==> src/rtl/pulse_pkg.sv <==
// Shared types and defaults for the pulse burst scheduler.
// State encoding is fixed here so other pulse blocks can reuse it.
package pulse_pkg;

    localparam int CNT_W_DEF = 8;
    localparam int NUM_W_DEF = 8;

    localparam logic [1:0] ST_IDLE = 2'd0;
    localparam logic [1:0] ST_RUN  = 2'd1;
    localparam logic [1:0] ST_DONE = 2'd2;

    typedef enum logic [1:0] {
        IDLE = ST_IDLE,
        RUN  = ST_RUN,
        DONE = ST_DONE
    } state_t;

endpackage

==> src/rtl/pulse_burst_sched_if.sv <==
// Control/status bundle between a CSR master and the burst scheduler.
// repeat_i exists only when PULSE_BURST_REPEAT_EN is defined.
interface pulse_burst_sched_if
    import pulse_pkg::*;
#(
    parameter int CNT_W = CNT_W_DEF,
    parameter int NUM_W = NUM_W_DEF
) ();

    logic             start_i;
    logic [CNT_W-1:0] period_i;
    logic [NUM_W-1:0] num_i;
    logic             abort_i;
`ifdef PULSE_BURST_REPEAT_EN
    logic             repeat_i;
`endif
    logic             busy_o;
    logic             done_o;
    logic             err_o;
    logic             pulse_o;
    logic [NUM_W-1:0] pulse_idx_o;

`ifdef PULSE_BURST_REPEAT_EN
    modport master (
        output start_i, period_i, num_i, abort_i, repeat_i,
        input  busy_o, done_o, err_o, pulse_o, pulse_idx_o
    );
    modport slave (
        input  start_i, period_i, num_i, abort_i, repeat_i,
        output busy_o, done_o, err_o, pulse_o, pulse_idx_o
    );
`else
    modport master (
        output start_i, period_i, num_i, abort_i,
        input  busy_o, done_o, err_o, pulse_o, pulse_idx_o
    );
    modport slave (
        input  start_i, period_i, num_i, abort_i,
        output busy_o, done_o, err_o, pulse_o, pulse_idx_o
    );
`endif

endinterface

==> src/rtl/pulse_tick_counter.sv <==
// Loadable period counter: counts 0..P-1 while enabled.
// tick is high when the count sits at P-1 (wrap point).
module pulse_tick_counter #(
    parameter int CNT_W = 8
) (
    input  logic             clk,
    input  logic             rstn,
    input  logic             load,
    input  logic [CNT_W-1:0] period,
    input  logic             clr,
    input  logic             en,
    output logic             tick
);

    logic [CNT_W-1:0] per_q;
    logic [CNT_W-1:0] cnt_q;

    assign tick = (cnt_q == per_q - CNT_W'(1));

    // Latch the period on load, otherwise count and wrap at P-1.
    always_ff @(posedge clk) begin
        if (!rstn) begin
            per_q <= '0;
            cnt_q <= '0;
        end else if (load) begin
            per_q <= period;
            cnt_q <= '0;
        end else if (clr) begin
            cnt_q <= '0;
        end else if (en) begin
            cnt_q <= tick ? '0 : cnt_q + CNT_W'(1);
        end
    end

endmodule

==> src/rtl/pulse_burst_sched.sv <==
// Burst scheduler: N pulses spaced P clocks apart, then done.
// Build with PULSE_BURST_REPEAT_EN for back-to-back repeating bursts.
module pulse_burst_sched
    import pulse_pkg::*;
#(
    parameter int CNT_W = CNT_W_DEF,
    parameter int NUM_W = NUM_W_DEF
) (
    input logic               clk,
    input logic               rstn,
    pulse_burst_sched_if.slave bus
);

    state_t           state_q, state_d;
    logic [NUM_W-1:0] num_q;
    logic [NUM_W-1:0] idx_q;
    logic             busy_q, done_q, err_q, pulse_q;
    logic             rep_last_q;
    logic             rep_q;
    logic             tick;
    logic             valid;
    logic             accept, reject, adv, last, abort_run;

    assign valid = (bus.period_i != '0) && (bus.num_i != '0);

    pulse_tick_counter #(.CNT_W(CNT_W)) u_tick (
        .clk    (clk),
        .rstn   (rstn),
        .load   (accept),
        .period (bus.period_i),
        .clr    (abort_run),
        .en     (state_q == RUN),
        .tick   (tick)
    );

    // Next state plus per-edge events (accept, reject, pulse, last).
    always_comb begin
        state_d   = state_q;
        accept    = 1'b0;
        reject    = 1'b0;
        adv       = 1'b0;
        last      = 1'b0;
        abort_run = 1'b0;
        unique case (state_q)
            IDLE: begin
                if (bus.start_i && !bus.abort_i) begin
                    if (valid) begin
                        accept  = 1'b1;
                        state_d = RUN;
                    end else begin
                        reject = 1'b1;
                    end
                end
            end
            RUN: begin
                if (bus.abort_i) begin
                    abort_run = 1'b1;
                    state_d   = IDLE;
                end else if (tick) begin
                    adv = 1'b1;
                    if (idx_q == num_q - NUM_W'(1)) begin
                        last    = 1'b1;
                        state_d = rep_q ? RUN : DONE;
                    end
                end
            end
            DONE:    state_d = IDLE;
            default: state_d = IDLE;
        endcase
    end

    // State, registered outputs and pulse index.
    always_ff @(posedge clk) begin
        if (!rstn) begin
            state_q    <= IDLE;
            num_q      <= '0;
            idx_q      <= '0;
            busy_q     <= 1'b0;
            done_q     <= 1'b0;
            err_q      <= 1'b0;
            pulse_q    <= 1'b0;
            rep_last_q <= 1'b0;
        end else begin
            state_q    <= state_d;
            busy_q     <= (state_q == RUN) && !bus.abort_i;
            done_q     <= (state_q == DONE) || rep_last_q;
            err_q      <= reject;
            pulse_q    <= adv;
            rep_last_q <= last && rep_q;
            if (accept) begin
                num_q <= bus.num_i;
                idx_q <= '0;
            end else if (adv) begin
                idx_q <= (last && rep_q) ? '0 : idx_q + NUM_W'(1);
            end
        end
    end

`ifdef PULSE_BURST_REPEAT_EN
    // Repeat mode is chosen once per start.
    always_ff @(posedge clk) begin
        if (!rstn) begin
            rep_q <= 1'b0;
        end else if (accept) begin
            rep_q <= bus.repeat_i;
        end
    end
`else
    assign rep_q = 1'b0;
`endif

    assign bus.busy_o      = busy_q;
    assign bus.done_o      = done_q;
    assign bus.err_o       = err_q;
    assign bus.pulse_o     = pulse_q;
    assign bus.pulse_idx_o = idx_q;

endmodule

==> src/flat_wrapper.sv <==
// flat-port wrapper written by rule: the top's interface ports become plain ports
module pulse_burst_sched_flat import pulse_pkg::*;
#(
    parameter int CNT_W = CNT_W_DEF,
    parameter int NUM_W = NUM_W_DEF
)
  (clk, rstn, bus_start_i, bus_period_i, bus_num_i, bus_abort_i, bus_busy_o, bus_done_o, bus_err_o, bus_pulse_o, bus_pulse_idx_o);
  pulse_burst_sched_if #(.CNT_W(CNT_W), .NUM_W(NUM_W)) bus_i ();
  input logic clk;
  input logic rstn;
  input wire logic [$bits(bus_i.start_i)-1:0] bus_start_i;
  input wire logic [$bits(bus_i.period_i)-1:0] bus_period_i;
  input wire logic [$bits(bus_i.num_i)-1:0] bus_num_i;
  input wire logic [$bits(bus_i.abort_i)-1:0] bus_abort_i;
  output wire logic [$bits(bus_i.busy_o)-1:0] bus_busy_o;
  output wire logic [$bits(bus_i.done_o)-1:0] bus_done_o;
  output wire logic [$bits(bus_i.err_o)-1:0] bus_err_o;
  output wire logic [$bits(bus_i.pulse_o)-1:0] bus_pulse_o;
  output wire logic [$bits(bus_i.pulse_idx_o)-1:0] bus_pulse_idx_o;
  assign bus_i.start_i = bus_start_i;
  assign bus_i.period_i = bus_period_i;
  assign bus_i.num_i = bus_num_i;
  assign bus_i.abort_i = bus_abort_i;
  assign bus_busy_o = bus_i.busy_o;
  assign bus_done_o = bus_i.done_o;
  assign bus_err_o = bus_i.err_o;
  assign bus_pulse_o = bus_i.pulse_o;
  assign bus_pulse_idx_o = bus_i.pulse_idx_o;
  pulse_burst_sched #(.CNT_W(CNT_W), .NUM_W(NUM_W)) u_core (.clk(clk), .rstn(rstn), .bus(bus_i));
endmodule
==> config.mk <==
export PLATFORM = sky130hd
export DESIGN_NAME = pulse_burst_sched_flat
export DESIGN_NICKNAME = d
export VERILOG_FILES = /design/src/rtl/pulse_pkg.sv /design/src/rtl/pulse_burst_sched_if.sv /design/src/rtl/pulse_tick_counter.sv /design/src/rtl/pulse_burst_sched.sv /design/src/flat_wrapper.sv
export SDC_FILE = /design/constraint.sdc
export NUM_CORES = 1
export LEC_CHECK = 0
export CAP_MARGIN = 30
export CORE_MARGIN = 5
export CORE_UTILIZATION = 36
export DETAILED_ROUTE_END_ITERATION = 10
export PLACE_DENSITY = 0.7
export SETUP_SLACK_MARGIN = 0.2
export SYNTH_ARGS = -nofsm -noshare
export SYNTH_HDL_FRONTEND = slang
export SYNTH_SLANG_ARGS = --single-unit
==> constraint.sdc <==
create_clock -name clk -period 2.3 [get_ports clk]
set_input_delay 0.23 -clock clk [delete_from_list [all_inputs] [get_ports clk]]
set_output_delay 0.23 -clock clk [all_outputs]
set_load 0.05 [all_outputs]
== Yosys cells after proc, flatten, opt, wreduce, memory -nomap -nowiden ==
Cells that the tools add are included.

* Reduce and logical (&&, ||, !) cells: 11
* Equal/unequal tests: 8
* Magnitude comparators: 0
* Multiply operators: 0
* Shift operators: 0
* Bitwise logic cells: 1
* Mux-type cells: 16
* Div/mod/pow operators: 0
* Add/sub/neg operators: 4

{| class="wikitable"
|+ Operator list
! kind !! number
|-
| 8-bit by 1-bit adder with 8-bit output, second input constant || 2
|-
| 8-bit equality test || 2
|-
| 8-bit nonzero test || 2
|-
| 8-bit by 1-bit subtractor with 8-bit output, second input constant || 2
|-
| 2-bit two-way mux || 5
|-
| 1-bit two-way mux || 9
|-
| 8-bit two-way mux || 1
|-
| 3-bit by 2-bit inequality test with 1-bit output, second input constant || 2
|-
| 2-bit by 1-bit inequality test with 1-bit output, second input constant || 2
|-
| 2-bit one-hot mux with 2 select lines || 1
|-
| 4-bit AND reduction || 1
|-
| 1-bit logical AND || 3
|-
| 3-bit AND reduction || 1
|-
| 3-bit OR reduction || 1
|-
| 2-bit by 1-bit equality test with 1-bit output, second input constant || 1
|-
| 2-bit equality test, second input constant || 1
|-
| 2-bit logical NOT || 1
|-
| 2-bit OR reduction || 1
|-
| 1-bit logical NOT || 1
|-
| 1-bit NOT || 1
|}

* Output and inout bits: 12
* ROM bits: 0
* Memory bits (writable): 0
* Register bits after elaboration: 38
* Latch bits: 0
* Input bits: 20
* Memories kept: 0

== Longest topological paths before layout ==
Gate-level depths: netlist of run 1.

* Depth after elaboration: 6
* Depth in mapped cells: 10

== By module ==
From an unflattened synthesis of run 1, not the netlist that was laid out.

* Cells, all modules: 230
* Area total of the unflattened synthesis: 2,098.3 um^2

{| class="wikitable"
|+ By module, submodules not included
! module !! area an instance (um^2) !! times used !! cells each !! seq. area each (um^2)
|-
| pulse_burst_sched || 1,148.6 || 1 || 125 || 440.4
|-
| pulse_tick_counter || 949.7 || 1 || 105 || 320.3
|}

== Worst setup path before layout of run 1 ==
OpenSTA, ideal clock, no wires.

* Path type: register to register
* Start: register u_core.u_tick.per_q[0]
* End: register u_core.idx_q[4] (netlist: u_core.bus.pulse_idx_o[4])
* Setup slack: -150 ps
* Stages on the path, launching flop included: 9
* Required time: 2,230 ps
* Arrival: 2,380 ps
* Path through: dfxtp_1 -> inv_1 -> ha_1 -> o21ba_1 -> a2111oi_0 -> o22ai_1 -> a2111o_1 -> or4_1 -> a21oi_1

* Longest elaborated chain between the ends: 5

{| class="wikitable"
|+ RTL lines
! element !! line !! text
|-
| start: declaration || pulse_tick_counter.sv:15 || <nowiki>logic [CNT_W-1:0] per_q;</nowiki>
|-
| start signal: assignment || pulse_tick_counter.sv:26 || <nowiki>per_q <= period;</nowiki>
|-
| 8-bit by 1-bit subtractor with 8-bit output || pulse_tick_counter.sv:18 || <nowiki>assign tick = (cnt_q == per_q - CNT_W'(1));</nowiki>
|-
| 8-bit equality test || pulse_tick_counter.sv:18 ||
|-
| 1-bit two-way mux || pulse_burst_sched.sv:59 || <nowiki>end else if (tick) begin</nowiki>
|-
| 1-bit two-way mux || pulse_burst_sched.sv:56 || <nowiki>if (bus.abort_i) begin</nowiki>
|-
| 1-bit two-way mux || pulse_burst_sched.sv:44 || <nowiki>unique case (state_q)</nowiki>
|-
| end signal: assignment || pulse_burst_sched.sv:94 || <nowiki>idx_q <= (last && rep_q) ? '0 : idx_q + NUM_W'(1);</nowiki>
|-
| end: declaration || pulse_burst_sched.sv:16 || <nowiki>logic [NUM_W-1:0] idx_q;</nowiki>
|}

No other way between the ends.
A chain may end at the register's enable or synchronous reset.

== Worst setup path in the final report of run 1 ==
* Start: register u_core.u_tick.per_q[5]
* End: register u_core.idx_q[4] (netlist: u_core.bus.pulse_idx_o[4])

Same word-level chain as after synthesis.

==> summary by stage, run 1 <==
Hold path
In this run the worst hold path is classified as register to register.

Clock network
The clock reaches the later pin of the worst-skew pair after roughly 0.3 ns. The number of clock buffers added by TritonCTS is 5. The CTS tree is built. The clock sink count is 38. The clock-pin slew of the registers on the worst-case setup and hold paths is roughly 0.090 ns.

The number of buffers between clock root and the deepest sink is 2. CTS built an H-tree with a depth of 2. The library cell used as clock root buffer is sky130_fd_sc_hd__clkbuf_8. The total of hold buffers inserted after clock tree synthesis is 0.

Final layout
The filler cells instantiated in the layout total about 510. The multi-input combinational cells in the finished layout cover a total of 1470 um^2. At the end of the flow the core is filled with cells to around 54%. Of the cells placed in the final design, the portion with a size suffix greater than 1 is 22.8%. In the final layout, flip-flops and latches occupy 764 um^2.

The most common cell after layout, fill and taps aside is sky130_fd_sc_hd__dfxtp_1. In the layout the commonest cells are sky130_fd_sc_hd__dfxtp_1 (35), sky130_fd_sc_hd__clkdlybuf4s50_1 (31), sky130_fd_sc_hd__nor2_1 (26), sky130_fd_sc_hd__buf_4 (20), sky130_fd_sc_hd__mux2i_1 (16). The antenna cell count is 0. The final-stage net count is 321. Compared with the post-synthesis result, the final layout area differs by 44.2%. For this run, the number of standard cells in the final layout without fillers is between 300 and 400.

Power and ir drop
IR analysis of the VDD net gives a maximum drop of around 0.00029 V. The total leakage power is 1.15 nW. The analysis attributes to net switching a power of about 0.43 mW. The part of the power in combinational logic is between 10% and 20%.

The cell-internal power is between 1 and 1.5 mW. The clock network burns a little under two fifths of the power. In this run switching power makes up 27.4% of total power. The share of total power dissipated in sequential elements is between 40% and 50%.

For this design the ratio of total power to cell area is 523 nW/um^2.

Drt
Across all layers, the routed design uses about 2,000 vias. The average detailed-routed wire length per instance is approximately 16 um. The number of detailed-route iterations in the first pass is 5.

The violation count after the first detailed-route iteration is 119. Dividing the detail-routed via count by the number of cells gives approximately 5.4. For this run, design rule violations remaining after detail routing come to 0.

The final layout contains routed wiring with a total length of about 5.7 mm. In this run the remaining antenna-violating nets after routing total 0.

Critical path
For this run, the slowest stage of the critical path takes around 0.51 ns. The category of the critical setup timing path is register to register. The number of buffers and inverters on the critical path is 1. STA classifies the critical path startpoint as a register. The worst setup path is captured at a register. The kind of cell with the highest combined delay along the critical path is simple AND/OR/NAND/NOR gates. The highest fanout seen on the critical path is 6. The master of the slowest instance on the critical path is sky130_fd_sc_hd__or4_1. The data required time of the critical path is between 2 and 3 ns. The signal arrival time at the worst endpoint is approximately 2.6 ns. The critical path goes through nor4_4, buf_4, and3_2, a2111oi_4, a2111o_1, or4_1, a21oi_1.

Status
The run finished, with violations left. The checks that failed: negative setup slack.

Timing
The worst pin sits at a relative slew slack of 65.5%. The number of hold violations in the final report is 0. The max-slew violation total from the final report is 0. Derived from the worst setup path, the maximum achievable clock frequency is 418 MHz.

Setup violations remaining at the end of the flow were counted as 6. The routed design could run at a clock period as short as between 2 and 2.5 ns. Setup repair after global routing could not meet its margin everywhere. Clock skew on the completed layout was measured at ~0.0067 ns. The transition time at the pin with the least slew margin is approximately 0.52 ns. The share of the cycle needed by the critical path after routing is 104%. Once routing completed, OpenROAD measured the worst setup slack at -0.0895 ns.

Floorplanning
The effective utilization at floorplan is a little under two fifths. The vertical extent of the die is about 86 um. The die covers about 7500 um^2. In this run the standard cell core region covers between 5000 and 6000 um^2. The width of the die is between 80 and 90 um. For this design the top-level I/O count stands at 32. After floorplanning, the core was divided into 27 placement rows.

Synth
The primary flip-flop cell chosen by synthesis mapping is sky130_fd_sc_hd__dfxtp_1. After Yosys synthesis, XOR and XNOR cells account for between 8 and 9% of the synthesized area. A synthesized cell averages between 8 and 9 um^2. After synthesis, the share of cell area in mux cells is under 10%. The share of the synthesized area in compound gates (AO/OA/AOI/OAI) is between 10% and 20%. The adder and majority cell fraction of the synthesized area is ~2.4%. The post-synthesis sequential element count is 38.

Summing the sequential cell areas from Yosys gives a little over a third of the chip area. The number of warning messages in the yosys log is 0. The number of synthesized flops with an enable pin is 0. The number of cells produced by synthesis is 242. The synthesized-area fraction occupied by and/or/nand/nor cells is between 20 and 25%. The total nets after synthesis is 266. The main combinational cell family by area after synthesis is simple AND/OR/NAND/NOR gates. In the synthesized netlist the async set-or-reset flop fraction comes to 0%. The cell area after technology mapping is between 2000 and 2500 um^2. The count of unique library cells instantiated by Yosys is 50.

Global routing
The aggregate global routing overflow is 0. Entering global routing, the biggest net connects 20 pins. The via count of the first global-routing pass is around 2,000. The number of antenna violations at the first check in global routing is 0. In the global route stage, overall resource usage came out at between 10% and 20%.

The wire length of the first global-routing pass is 9.07 mm.

Placed design
The half-perimeter wire length after detailed placement is 3.84 mm. The count of placed standard cells including taps is around 360. Buffers placed on the I/O ports in this run total 31. The congestion estimate from routability-driven global placement came to roughly 0.78.

Job
The count of max-cap constraint violations is 0.
[synth_stat cells, drive strengths merged, types with 4 or more instances]
| master | n | area [um^2] |
|---|---|---|
| nor3 | 11 | 55.1 |
| nor2 | 27 | 101 |
| o211ai | 5 | 37.5 |
| buf | 5 | 42.5 |
| xor2 | 7 | 61.3 |
| inv | 13 | 48.8 |
| or3 | 4 | 25.0 |
| nor4 | 9 | 68.8 |
| nand3 | 6 | 30.0 |
| a2111oi | 4 | 35.0 |
| a21oi | 11 | 55.1 |
| and3 | 4 | 27.5 |
| nor3b | 4 | 30.0 |
| nand2 | 13 | 48.8 |
| mux2i | 16 | 160 |
| nand2b | 4 | 25.0 |
| ha | 4 | 50.1 |
| dfxtp | 38 | 761 |
| clkbuf | 5 | 28.8 |
| xnor2 | 14 | 123 |
[layout make-up]
class,instances,area share [%]
Tap cell,72,2.98
Clock inverter,3,1.49
Inverter,13,1.61
Sequential cell,38,25.3
Multi-Input combinational cell,182,48.7
Timing Repair Buffer,57,17.7
Clock buffer,5,2.27
[per-stage QoR]
step | instance area [um^2] | total power [mW] | setup TNS (ns) | hold slack [ns] | setup WS (ns)
floorplan | 2160 | 0.857 | 0 | 0.371 | 0.0294
global route | 3030 | 1.65 | -1.32 | 0.510 | -0.155
detailed placement | 2650 | 0.948 | -1.15 | 0.474 | -0.200
CTS | 2860 | 1.56 | -0.396 | 0.485 | -0.0893
global placement | 2650 | 0.941 | -0.780 | 0.463 | -0.133
finish | 3030 | 1.58 | -0.323 | 0.493 | -0.0895
[power by group through the flow]
stage                     clock [mW]  combinational (mW)  sequential (mW)
after floorplan                    0               0.151            0.706
after global placement             0               0.234            0.707
after detailed placement           0               0.240            0.708
after CTS                      0.603               0.265            0.694
after global routing           0.632               0.319            0.698
final                          0.591               0.298            0.695
[flip-flops by register name, indices dropped and copies added (netlist names)]
| name | flops |
|---|---|
| u_core.bus.pulse_o | 1 |
| u_core.bus.done_o | 1 |
| u_core.u_tick.per_q | 8 |
| u_core.num_q | 8 |
| u_core.state_q | 2 |
| u_core.u_tick.cnt_q | 8 |
| u_core.bus.busy_o | 1 |
| u_core.bus.pulse_idx_o | 8 |
| u_core.bus.err_o | 1 |
[cell families after synthesis]
kind of cell	count (synthesis)
AO/OA/AOI/OAI	44
XOR/XNOR	21
adder cells (fa/ha/maj)	4
buffers and inverters	23
flip-flops	38
multiplexers	16
AND/OR/NAND/NOR	96
[final timing paths]
path                                             start                   endpoint  slack (ns)  cells after the start
worst min-delay path                 u_core.state_q[0]          u_core.bus.done_o        0.49                      1
worst min register to register       u_core.state_q[0]          u_core.bus.done_o        0.49                      1
worst max register to register  u_core.u_tick.per_q[5]  u_core.bus.pulse_idx_o[4]       -0.09                      7
worst max-delay path            u_core.u_tick.per_q[5]  u_core.bus.pulse_idx_o[4]       -0.09                      7
[repair_timing]
action,4_1_cts,5_1_grt
resized for setup,14,23
buffers inserted,1,4
endpoints found under the setup margin,18,19
pin swaps,7,9
gates cloned,1,0
[metal layers]
layer / global-route usage, % / vias to the layer above / wire length [um]
met5: 0 / - / 0
met4: 8.07 / 0 / 82
met3: 3.33 / 7 / 242
met2: 24.7 / 45 / 2920
met1: 19.1 / 962 / 2490
li1: - / 987 / -
No activity file was read; power rests on OpenSTA's default activity.
==> run 2: changes to the inputs <==
- CELL_PAD_IN_SITES_DETAIL_PLACEMENT: default -> 2
- CELL_PAD_IN_SITES_GLOBAL_PLACEMENT: default -> 2
- CORE_UTILIZATION: 36 -> 29
- PLACE_DENSITY: 0.7 -> 0.86
==> summary by stage, run 2 (same netlist as run 1, synthesis figures left out) <==
Global routing
The most heavily used metal layer in global routing is met2. Global routing finished with a remaining overflow of 0. Global routing used between 10% and 20% of the available met1 tracks. The largest net degree at the start of global routing is 18. The first global-routing pass estimated between 10 and 15 mm of wire. The number of antenna violations at the first check in global routing is 0. The aggregate global-route resource usage is approximately 18%. The global routing usage on met2 is around a third. The via count of the first global-routing pass is approximately 2,300. The met3 track demand over resource is 3.63%.

Clock network
Counting every sink on the clock net gives 38. The number of H-tree levels is 2. In this run the clock root is driven by a sky130_fd_sc_hd__clkbuf_8.

For the worst-skew pair, the clock arrives at the later sink with an insertion delay of 0.30 ns. The clock-pin slew of the registers on the worst-case setup and hold paths is around 0.090 ns. TritonCTS built the clock tree. The total of hold buffers inserted after clock tree synthesis is 0. The number of buffers between clock root and the deepest sink is 2. The number of CTS-inserted buffers is 5.

Timing
The post-layout minimum cycle time is roughly 2.5 ns. The maximum operating frequency is approximately 400 MHz. Setup repair after global routing could not meet its margin everywhere. The final sum of negative setup slack is -1.29 ns.

The final-report setup violation count is 16. Once routing completed, OpenROAD measured the worst setup slack at -0.192 ns. At the pin with the least slew margin, the transition time is around 0.5 ns. The number of hold violations in the final report is 0. Across all hold checks on the routed design, the worst slack comes to ~0.50 ns. The share of the cycle needed by the critical path after routing is 108%. The max-slew violation total from the final report is 0.

In this run the tightest slew margin relative to its limit is 66.3%. The final setup skew is roughly 0.01 ns.

Critical path
The signal arrival time at the worst endpoint is 2.73 ns. The category of the critical setup timing path is register to register. The worst setup path is captured at a register. The element type at the critical path start is a register. The data required time of the critical path is 2.53 ns. Of all nets on the critical path, the largest fanout is 7.

The path depth of the worst reg2reg path is 8.

Final layout
The antenna cell count is 0. The layout-stage area growth over the synthesis result is 42.3%. The most common cell after layout, fill and taps aside is sky130_fd_sc_hd__dfxtp_1. Leaving out fill and tap cells, the most frequent cells in the layout are sky130_fd_sc_hd__dfxtp_1 (36), sky130_fd_sc_hd__clkdlybuf4s50_1 (31), sky130_fd_sc_hd__nor2_1 (25), sky130_fd_sc_hd__buf_4 (22), sky130_fd_sc_hd__mux2i_1 (16). The final-stage net count is between 300 and 400. The final-layout fill cell count is around 820. For this run, the share of the core covered by cells in the final layout is roughly two fifths. Of the cells placed in the final design, the portion with a size suffix greater than 1 is a little under a quarter.

Job
The count of max-cap constraint violations is 0.

Drt
Before antenna repair, the detailed router went through 4 iterations. The count of nets left with antenna violations once routing finished came out at 0. In the routed layout, each cell is associated on average with a via count of approximately 5. The via count of the routed design is ~2,000. The violation count after the first detailed-route iteration is 31. The average detailed-routed wire length per instance is approximately 19 um. The total DRC errors in the routed layout is 0. The final routed wirelength across all metal layers is between 7 and 8 mm.

Status
The flow ran to the end, but the final reports show violations. The final reports fail on negative setup slack.

Hold path
The class of the tightest hold or removal check is register to register. The number of cells on the worst hold path is 1.

Floorplanning
The core box area is approximately 7100 um^2. The effective utilization at floorplan is between 20% and 30%. The floorplan has 31 rows. The die is 95.1 um wide. 32 I/O pins were placed. The die covers about 9000 um^2. The die is ~95 um tall.

Placed design
The half-perimeter wire length after detailed placement is around 5.2 mm. Buffers placed on the I/O ports in this run total 31. The final weighted congestion in routability-driven placement is between 0.7 and 0.8.

Timing analysis after detailed placement gives a worst setup slack of -0.303 ns.

Power and ir drop
For this design the ratio of total power to cell area is ~500 nW/um^2. The total power is roughly 1.5 mW. The worst-case IR drop observed on VDD is between 0.00015 and 0.0002 V. The analysis attributes to cell leakage a power of between 1 and 1.5 nW.
[run 2: what timing repair did]
| action | CTS | global route |
|---|---|---|
| pin swaps | 15 | 4 |
| buffers inserted | 4 | 0 |
| endpoints found under the setup margin | 19 | 19 |
| gates resized for setup | 17 | 17 |
[run 2: worst paths after layout]
path	startpoint	endpoint	slack [ns]
hold reg to reg	u_core.state_q[1]	u_core.bus.done_o	0.50
setup / recovery	u_core.u_tick.per_q[1]	u_core.bus.pulse_idx_o[4]	-0.19
hold / removal	u_core.state_q[1]	u_core.bus.done_o	0.50
setup reg to reg	u_core.u_tick.per_q[1]	u_core.bus.pulse_idx_o[4]	-0.19
[run 2: area by class of cell]
type	count	area, um^2	share of cell area, %
tap	99	124	4.15
clock inverter	2	12.5	0.419
clock buffer	6	82.6	2.76
multi-input combinational	181	1430	48.0
inverter	13	51.3	1.72
sequential	38	766	25.6
timing repair buffer	57	518	17.3
[run 2: metrics by stage]
| step | instances | instance area [um^2] |
|---|---|---|
| after floorplan | 242 | 2160 |
| after global placement | 384 | 2680 |
| after detailed placement | 384 | 2680 |
| after CTS | 396 | 2900 |
| after global routing | 396 | 2990 |
| final | 396 | 2990 |
[run 2: per-layer routing]
layer  wire length (um)  part of all wire (%)
met3                191                   2.6
met5                  0                     0
met4                157                   2.1
met1               3040                    41
met2               4100                    55
[run 2: where the power goes]
group | switching [mW] | internal, mW
Combinational | 0.144 | 0.136
Clock | 0.266 | 0.241
Sequential | 0.0211 | 0.673
[run 2: critical path: stages, from the launching register on]
cell and delay [ns]:
sky130_fd_sc_hd__dfxtp_2 0.33, sky130_fd_sc_hd__buf_4 0.14, sky130_fd_sc_hd__or2_2 0.30, sky130_fd_sc_hd__a2111oi_4 0.35, sky130_fd_sc_hd__o22ai_2 0.13, sky130_fd_sc_hd__a2111o_1 0.38, sky130_fd_sc_hd__buf_6 0.14, sky130_fd_sc_hd__or4_4 0.48
sky130_fd_sc_hd__a21oi_2 0.16
